File: src/rtl/arp_arb_pkg.sv
// Shared types and helpers for the ARP lookup arbiter.
// Contents: FSM state encoding (one-hot), MAC/IP widths, and log2 for index and counter widths.
// Optional feature macro used by the top: ARP_ARB_TIMEOUT_EN (watchdog plus DRAIN state).
package arp_arb_pkg;

  localparam int MAC_W = 48;
  localparam int IP_W  = 32;

  typedef enum logic [3:0] {
    ST_IDLE  = 4'b0001,
    ST_ISSUE = 4'b0010,
    ST_WAIT  = 4'b0100,
    ST_DRAIN = 4'b1000
  } arb_state_e;

  // Ceiling log2 with a floor of 1, so that a 1-bit index is still legal.
  function automatic int log2(input int value);
    int r;
    r = 0;
    while ((1 << r) < value) r++;
    return (r == 0) ? 1 : r;
  endfunction

endpackage

File: src/rtl/arp_lookup_arbiter_if.sv
// Handshake bundles around the ARP lookup arbiter.
// arp_req_if : requester side (req/req_ip in, done/result out); master = requesters, slave = arbiter.
// arp_eng_if : engine side (start pulse/search ip out, done/result in); master = arbiter, slave = engine.
interface arp_req_if import arp_arb_pkg::*; #(
  parameter int NUM_REQ = 4
) ();
  logic [NUM_REQ-1:0]      req;
  logic [NUM_REQ*IP_W-1:0] req_ip;
  logic [NUM_REQ-1:0]      done;
  logic [MAC_W-1:0]        result_mac;
  logic                    result_miss;
  logic                    result_timeout;

  modport master (
    output req, req_ip,
    input  done, result_mac, result_miss, result_timeout
  );
  modport slave (
    input  req, req_ip,
    output done, result_mac, result_miss, result_timeout
  );
endinterface

interface arp_eng_if import arp_arb_pkg::*; ();
  logic             arp_lookup_req;
  logic [IP_W-1:0]  arp_search_ip;
  logic             arp_lookup_done;
  logic [MAC_W-1:0] arp_result_mac;

  modport master (
    output arp_lookup_req, arp_search_ip,
    input  arp_lookup_done, arp_result_mac
  );
  modport slave (
    input  arp_lookup_req, arp_search_ip,
    output arp_lookup_done, arp_result_mac
  );
endinterface

File: src/rtl/arp_lookup_arbiter_rr.sv
// Combinational round-robin picker: first set request at or above rr_ptr_i, wrapping at NUM_REQ.
// Ports: req_i (request vector), rr_ptr_i (search start) -> grant_valid_o, grant_idx_o.
// No state; the owner updates the pointer after a grant.
module rr_arbiter import arp_arb_pkg::*; #(
  parameter int NUM_REQ = 4
) (
  input  logic [NUM_REQ-1:0]        req_i,
  input  logic [log2(NUM_REQ)-1:0]  rr_ptr_i,
  output logic                      grant_valid_o,
  output logic [log2(NUM_REQ)-1:0]  grant_idx_o
);

  localparam int GW = log2(NUM_REQ);

  always_comb begin
    int idx;
    grant_valid_o = 1'b0;
    grant_idx_o   = '0;
    idx           = 0;
    for (int off = 0; off < NUM_REQ; off++) begin
      idx = int'(rr_ptr_i) + off;
      if (idx >= NUM_REQ) idx = idx - NUM_REQ;
      if (!grant_valid_o && req_i[idx]) begin
        grant_valid_o = 1'b1;
        grant_idx_o   = GW'(idx);
      end
    end
  end

endmodule

File: src/rtl/arp_lookup_arbiter.sv
// Shares one ARP lookup engine among NUM_REQ requesters, round-robin, one lookup in flight.
// Ports: clk, reset (sync, active-high), req_if (requester side), eng_if (engine side), busy.
// Macro ARP_ARB_TIMEOUT_EN adds a TIMEOUT_CYCLES watchdog in WAIT and a DRAIN state.
module arp_lookup_arbiter import arp_arb_pkg::*; #(
  parameter int NUM_REQ = 4
`ifdef ARP_ARB_TIMEOUT_EN
  , parameter int TIMEOUT_CYCLES = 64
`endif
) (
  input  logic      clk,
  input  logic      reset,
  arp_req_if.slave  req_if,
  arp_eng_if.master eng_if,
  output logic      busy
);

  localparam int GW = log2(NUM_REQ);

  arb_state_e         state_q, state_d;
  logic [GW-1:0]      rr_ptr_q, rr_ptr_d;
  logic [GW-1:0]      grant_idx_q, grant_idx_d;
  logic [IP_W-1:0]    search_ip_q, search_ip_d;
  logic               lookup_req_q, lookup_req_d;
  logic [NUM_REQ-1:0] done_q, done_d;
  logic [MAC_W-1:0]   result_mac_q, result_mac_d;
  logic               result_miss_q, result_miss_d;

`ifdef ARP_ARB_TIMEOUT_EN
  localparam int CNT_W = log2(TIMEOUT_CYCLES);
  logic [CNT_W-1:0]   wait_cnt_q, wait_cnt_d;
  logic               result_timeout_q, result_timeout_d;
`endif

  logic               grant_valid;
  logic [GW-1:0]      grant_idx;
  logic [NUM_REQ-1:0] req_masked;

  // The requester just served still holds req during its done cycle; that
  // bit only counts as a fresh request from the following cycle.
  assign req_masked = req_if.req & ~done_q;

  rr_arbiter #(.NUM_REQ(NUM_REQ)) u_rr (
    .req_i         (req_masked),
    .rr_ptr_i      (rr_ptr_q),
    .grant_valid_o (grant_valid),
    .grant_idx_o   (grant_idx)
  );

  always_comb begin
    state_d       = state_q;
    rr_ptr_d      = rr_ptr_q;
    grant_idx_d   = grant_idx_q;
    search_ip_d   = search_ip_q;
    lookup_req_d  = 1'b0;
    done_d        = '0;
    result_mac_d  = result_mac_q;
    result_miss_d = result_miss_q;
`ifdef ARP_ARB_TIMEOUT_EN
    wait_cnt_d       = wait_cnt_q;
    result_timeout_d = result_timeout_q;
`endif
    case (state_q)
      ST_IDLE: begin
        if (grant_valid) begin
          grant_idx_d = grant_idx;
          rr_ptr_d    = (grant_idx == GW'(NUM_REQ - 1)) ? '0 : grant_idx + GW'(1);
          search_ip_d = req_if.req_ip[int'(grant_idx)*IP_W +: IP_W];
          state_d     = ST_ISSUE;
        end
      end
      ST_ISSUE: begin
        lookup_req_d = 1'b1;
        state_d      = ST_WAIT;
`ifdef ARP_ARB_TIMEOUT_EN
        wait_cnt_d   = '0;
`endif
      end
      ST_WAIT: begin
        // An engine done in the same cycle as the watchdog limit takes priority.
        if (eng_if.arp_lookup_done) begin
          result_mac_d        = eng_if.arp_result_mac;
          result_miss_d       = (eng_if.arp_result_mac == '0);
          done_d[grant_idx_q] = 1'b1;
          state_d             = ST_IDLE;
`ifdef ARP_ARB_TIMEOUT_EN
          result_timeout_d    = 1'b0;
        end else if (wait_cnt_q == CNT_W'(TIMEOUT_CYCLES - 1)) begin
          result_mac_d        = '0;
          result_miss_d       = 1'b1;
          result_timeout_d    = 1'b1;
          done_d[grant_idx_q] = 1'b1;
          state_d             = ST_DRAIN;
        end else begin
          wait_cnt_d          = wait_cnt_q + CNT_W'(1);
`endif
        end
      end
`ifdef ARP_ARB_TIMEOUT_EN
      // The engine is still searching for the abandoned request; keep the IP
      // stable and swallow its eventual done before starting anything new.
      ST_DRAIN: begin
        if (eng_if.arp_lookup_done) state_d = ST_IDLE;
      end
`endif
      default: state_d = ST_IDLE;
    endcase
  end

  always_ff @(posedge clk) begin
    if (reset) begin
      state_q       <= ST_IDLE;
      rr_ptr_q      <= '0;
      grant_idx_q   <= '0;
      search_ip_q   <= '0;
      lookup_req_q  <= 1'b0;
      done_q        <= '0;
      result_mac_q  <= '0;
      result_miss_q <= 1'b0;
`ifdef ARP_ARB_TIMEOUT_EN
      wait_cnt_q       <= '0;
      result_timeout_q <= 1'b0;
`endif
    end else begin
      state_q       <= state_d;
      rr_ptr_q      <= rr_ptr_d;
      grant_idx_q   <= grant_idx_d;
      search_ip_q   <= search_ip_d;
      lookup_req_q  <= lookup_req_d;
      done_q        <= done_d;
      result_mac_q  <= result_mac_d;
      result_miss_q <= result_miss_d;
`ifdef ARP_ARB_TIMEOUT_EN
      wait_cnt_q       <= wait_cnt_d;
      result_timeout_q <= result_timeout_d;
`endif
    end
  end

  assign req_if.done           = done_q;
  assign req_if.result_mac     = result_mac_q;
  assign req_if.result_miss    = result_miss_q;
`ifdef ARP_ARB_TIMEOUT_EN
  assign req_if.result_timeout = result_timeout_q;
`else
  assign req_if.result_timeout = 1'b0;
`endif
  assign eng_if.arp_lookup_req = lookup_req_q;
  assign eng_if.arp_search_ip  = search_ip_q;
  // One-hot encoding: IDLE is bit 0 of the state register.
  assign busy                  = ~state_q[0];

endmodule

File: src/flat_wrapper.sv
// flat-port wrapper written by rule: the top's interface ports become plain ports
module arp_lookup_arbiter_flat import arp_arb_pkg::*;
#(
  parameter int NUM_REQ = 4

)
  (clk, reset, busy, req_if_req, req_if_req_ip, req_if_done, req_if_result_mac, req_if_result_miss, req_if_result_timeout, eng_if_arp_lookup_req, eng_if_arp_search_ip, eng_if_arp_lookup_done, eng_if_arp_result_mac);
  arp_req_if #(.NUM_REQ(NUM_REQ)) req_if_i ();
  arp_eng_if eng_if_i ();
  input  logic clk;
  input  logic reset;
  output logic busy;
  input wire logic [$bits(req_if_i.req)-1:0] req_if_req;
  input wire logic [$bits(req_if_i.req_ip)-1:0] req_if_req_ip;
  output wire logic [$bits(req_if_i.done)-1:0] req_if_done;
  output wire logic [$bits(req_if_i.result_mac)-1:0] req_if_result_mac;
  output wire logic [$bits(req_if_i.result_miss)-1:0] req_if_result_miss;
  output wire logic [$bits(req_if_i.result_timeout)-1:0] req_if_result_timeout;
  output wire logic [$bits(eng_if_i.arp_lookup_req)-1:0] eng_if_arp_lookup_req;
  output wire logic [$bits(eng_if_i.arp_search_ip)-1:0] eng_if_arp_search_ip;
  input wire logic [$bits(eng_if_i.arp_lookup_done)-1:0] eng_if_arp_lookup_done;
  input wire logic [$bits(eng_if_i.arp_result_mac)-1:0] eng_if_arp_result_mac;
  assign req_if_i.req = req_if_req;
  assign req_if_i.req_ip = req_if_req_ip;
  assign req_if_done = req_if_i.done;
  assign req_if_result_mac = req_if_i.result_mac;
  assign req_if_result_miss = req_if_i.result_miss;
  assign req_if_result_timeout = req_if_i.result_timeout;
  assign eng_if_arp_lookup_req = eng_if_i.arp_lookup_req;
  assign eng_if_arp_search_ip = eng_if_i.arp_search_ip;
  assign eng_if_i.arp_lookup_done = eng_if_arp_lookup_done;
  assign eng_if_i.arp_result_mac = eng_if_arp_result_mac;
  arp_lookup_arbiter #(.NUM_REQ(NUM_REQ)) u_core (.clk(clk), .reset(reset), .req_if(req_if_i), .eng_if(eng_if_i), .busy(busy));
endmodule
File: config.mk
export PLATFORM = sky130hd
export DESIGN_NAME = arp_lookup_arbiter_flat
export DESIGN_NICKNAME = d
export VERILOG_FILES = /design/src/rtl/arp_arb_pkg.sv /design/src/rtl/arp_lookup_arbiter_if.sv /design/src/rtl/arp_lookup_arbiter_rr.sv /design/src/rtl/arp_lookup_arbiter.sv /design/src/flat_wrapper.sv
export SDC_FILE = /design/constraint.sdc
export NUM_CORES = 1
export LEC_CHECK = 0
export ABC_AREA = 1
export CAP_MARGIN = 30
export CORE_UTILIZATION = 42
export CTS_BUF_LIST = sky130_fd_sc_hd__clkbuf_8
export CTS_CLUSTER_SIZE = 14
export DETAILED_ROUTE_END_ITERATION = 7
export GPL_TIMING_DRIVEN = 0
export HOLD_SLACK_MARGIN = 0.06
export PLACE_DENSITY_LB_ADDON = 0.12
export SYNTH_ARGS = -nofsm -noshare
export SYNTH_HDL_FRONTEND = slang
export SYNTH_HIERARCHICAL = 1
export SYNTH_SLANG_ARGS = --single-unit
File: constraint.sdc
create_clock -name clk -period 3.1 [get_ports clk]
set_input_delay 0.62 -clock clk [delete_from_list [all_inputs] [get_ports clk]]
set_output_delay 0.62 -clock clk [all_outputs]
set_load 0.01 [all_outputs]
==> out/results.tsv <==
stage	metric	value	unit
outcome	status	finished clean	
critical_path	crit_path_top_delay_cell	clkdlybuf4s50_1	
final_layout	drive_gt1_frac	0.0746	
yosys	yosysWarnings	6	
drt	drt_wl_total	16300	um
final_layout	nets	1157	
sta	fmax	379	MHz
final_layout	antenna_cells	0	
cts	cts_tree	done	
yosys	synth_nets	878	
sta	drv_slew	0	
critical_path	path_delay_family	buffers and inverters	
drt	first_iter_violations	316	
global_route	grt_max_degree	17	
cts	cts_num_sinks	93	
place	routabilityCongestion	0.847	
floorplanning	die_width	107	um
cts	cts.repair.resized	0	
critical_path	critPathKind	in -> reg	
yosys	avgSynthCellArea	6.61	sq um
sta	relSlewSlack	0.647	
global_route	overflow	0	
cts	clock_latency	0.35	ns
global_route	grt_pass1_vias	5238	
floorplanning	die_h	107	um
critical_path	critPathBufInv	6	
cts	cts_setup_buffers	0	
global_route	antenna_found_initial	0	
drt	vias	5564	
flow_run	maxCapViolCount	0	
critical_path	arrival	2.91	ns
yosys	ys_types	26	
yosys	synth_area	4590	sq um
critical_path	startpoint_type	input pin	
cts	cts_buffers	9	
cts	cts.root.buffer_cell	clkbuf_8	
sta	fin_crit	2.64	ns
hold_path	hold_class	reg -> reg	
floorplanning	core_area	10500	sq um
sta	fin_crit_sh	0.850	
critical_path	critical_path.cell_chain	clkdlybuf4s50_1 > inv_1 > nor2_1 > inv_1 > nand2_1 > nand3_2 > nand2_4 > nor2_1 > nor2_2 > nand2_1 > nand2_1 > inv_1 > inv_2 > clkbuf_1 > nor2_1 > o22ai_1 > nor2_1 > nor2_1	
final_layout	area_growth	67.0	%
drt	drc	0	
sta	tightest_slew	0.530	ns
sta	rsz0062_at_grt	no	
floorplanning	io_pins	271	
global_route	track_usage	0.280	
critical_path	critPathCaptureType	flop	
place	hpwl	12900	um
sta	fin_skew	0.0177	ns
critical_path	required	3.37	ns
critical_path	worst_path_most_repeated_cell	nor2_1	
floorplanning	rows	37	
cts	hold_buffers	0	
place	placedCellCount	1098	
floorplanning	start_util	0.439	
drt	wl_per_cell	14.6	um
yosys	yosysSeqAreaShare	0.406	
floorplanning	die_area	11300	sq um
drt	vias_per_cell	4.99	
cts	clk_pin_slew	0.10	ns
place	numPortBuffers	268	
yosys	ys_ff_latch	93	
drt	first_pass_iters	4	
final_layout	utilization	0.732	
critical_path	cp_slowest_stage_delay	0.45	ns
sta	final-setup-viol-count	0	
cts	clockBufferDepth	2	
power_and_ir_drop	powerDensity	807	nW/um^2
critical_path	cp_max_fo	10	
global_route	grt_pass1_wl	25100	um
yosys	synthCells	694	
sta	hold_viol	0	
power_and_ir_drop	peakVddDrop	0.670	mV
drt	final_antenna_net_count	0	
power_and_ir_drop	p_leak	2.88	nW
sta	tns	0	ns
cts	htreeDepth	3	
final_layout	fin_cells	1114	
stage by stage:
stage,setup WS (ns),power [W],instance area (sq um),hold slack [ns]
6_report,0.464,0.00619,7660,0.456
5_1_grt,0.197,0.00665,7660,0.464
4_1_cts,0.466,0.00619,7660,0.457
3_5_place_dp,0.115,0.00527,7440,0.442
3_3_place_gp,0.139,0.00521,7440,0.435
2_1_floorplan,0.961,0.00394,4590,0.422
layer usage:
layer / vias to the layer above / GRT usage / part of all wire
met2: 227 / 0.517 / 0.50
li1: 2831 / - / -
met3: 37 / 0.0779 / 0.085
met1: 2469 / 0.302 / 0.38
met4: 0 / 0.108 / 0.031
met5: - / 0 / 0
cell type report:
cell class / count / area [sq um]
timing repair buffer: 268 / 2680
fill: 910 / 2800
buffer: 48 / 249
sequential: 93 / 1860
inverter: 22 / 82.6
clock buffer: 9 / 124
clock inverter: 7 / 97.6
multi-input combinational: 531 / 2390
tap: 136 / 170
sequential cells by signal, indices dropped and copies added (netlist names):
register                      count
u_core/grant_idx_q                2
u_core/req_if.done                4
u_core/rr_ptr_q                   2
u_core/eng_if.arp_search_ip      32
u_core/state_q                    3
u_core/req_if.result_mac         48
u_core/eng_if.arp_lookup_req      1
u_core/req_if.result_miss         1
path summary, 6_finish.rpt:
| kind | endpoint | from | slack, ns | cells after the start |
|---|---|---|---|---|
| worst min register to register | u_core/req_if.done[2] | u_core/grant_idx_q[0] | 0.46 | 1 |
| worst max-delay path | u_core/eng_if.arp_search_ip[4] | req_if_req[0] | 0.46 | 18 |
| worst max register to register | u_core/eng_if.arp_search_ip[23] | u_core/rr_ptr_q[1] | 0.77 | 13 |
| worst min-delay path | u_core/req_if.done[2] | u_core/grant_idx_q[0] | 0.46 | 1 |
Yosys cell counts, drive strengths merged:
cell      n  share of area
dfxtp    93           0.41
nand3    11          0.017
o21ai   103           0.11
conb      1        0.00082
o22ai     6         0.0082
buf      32          0.041
nand3b    1         0.0016
inv      22          0.018
a31oi    27          0.037
clkbuf   16          0.013
nor2    173           0.14
ha        1         0.0027
a21oi    53          0.058
nand4     2         0.0027
nor3      4         0.0044
nand2   149           0.13
cells by family after synthesis:
family                   Yosys count  share of synthesized area
AO/OA/AOI/OAI                    189                      0.215
adder cells (fa/ha/maj)            1                    0.00273
other                              1                   0.000817
flip-flops                        93                      0.406
buffers and inverters             70                     0.0723
AND/OR/NAND/NOR                  340                      0.303
layout by cell type (no fill, tap or decap), drive strengths merged, types with 2 or more instances in the layout:
| cell type | count |
|---|---|
| nand4 | 2 |
| nor2 | 173 |
| bufinv | 2 |
| o21ai | 103 |
| buf | 32 |
| clkbuf | 25 |
| a31oi | 27 |
| a21oi | 53 |
| nand3 | 11 |
| inv | 25 |
| nand2 | 149 |
| o22ai | 6 |
| dfxtp | 93 |
| nor3 | 4 |
| clkdlybuf4s50 | 268 |
report_power, final:
part	switching, W	total (W)	internal, W
sequential	0.000119	0.00153	0.00141
combinational	0.00225	0.00374	0.00150
clock	0.000451	0.000911	0.000460
Note: power is estimated with default switching activity, not from simulation.
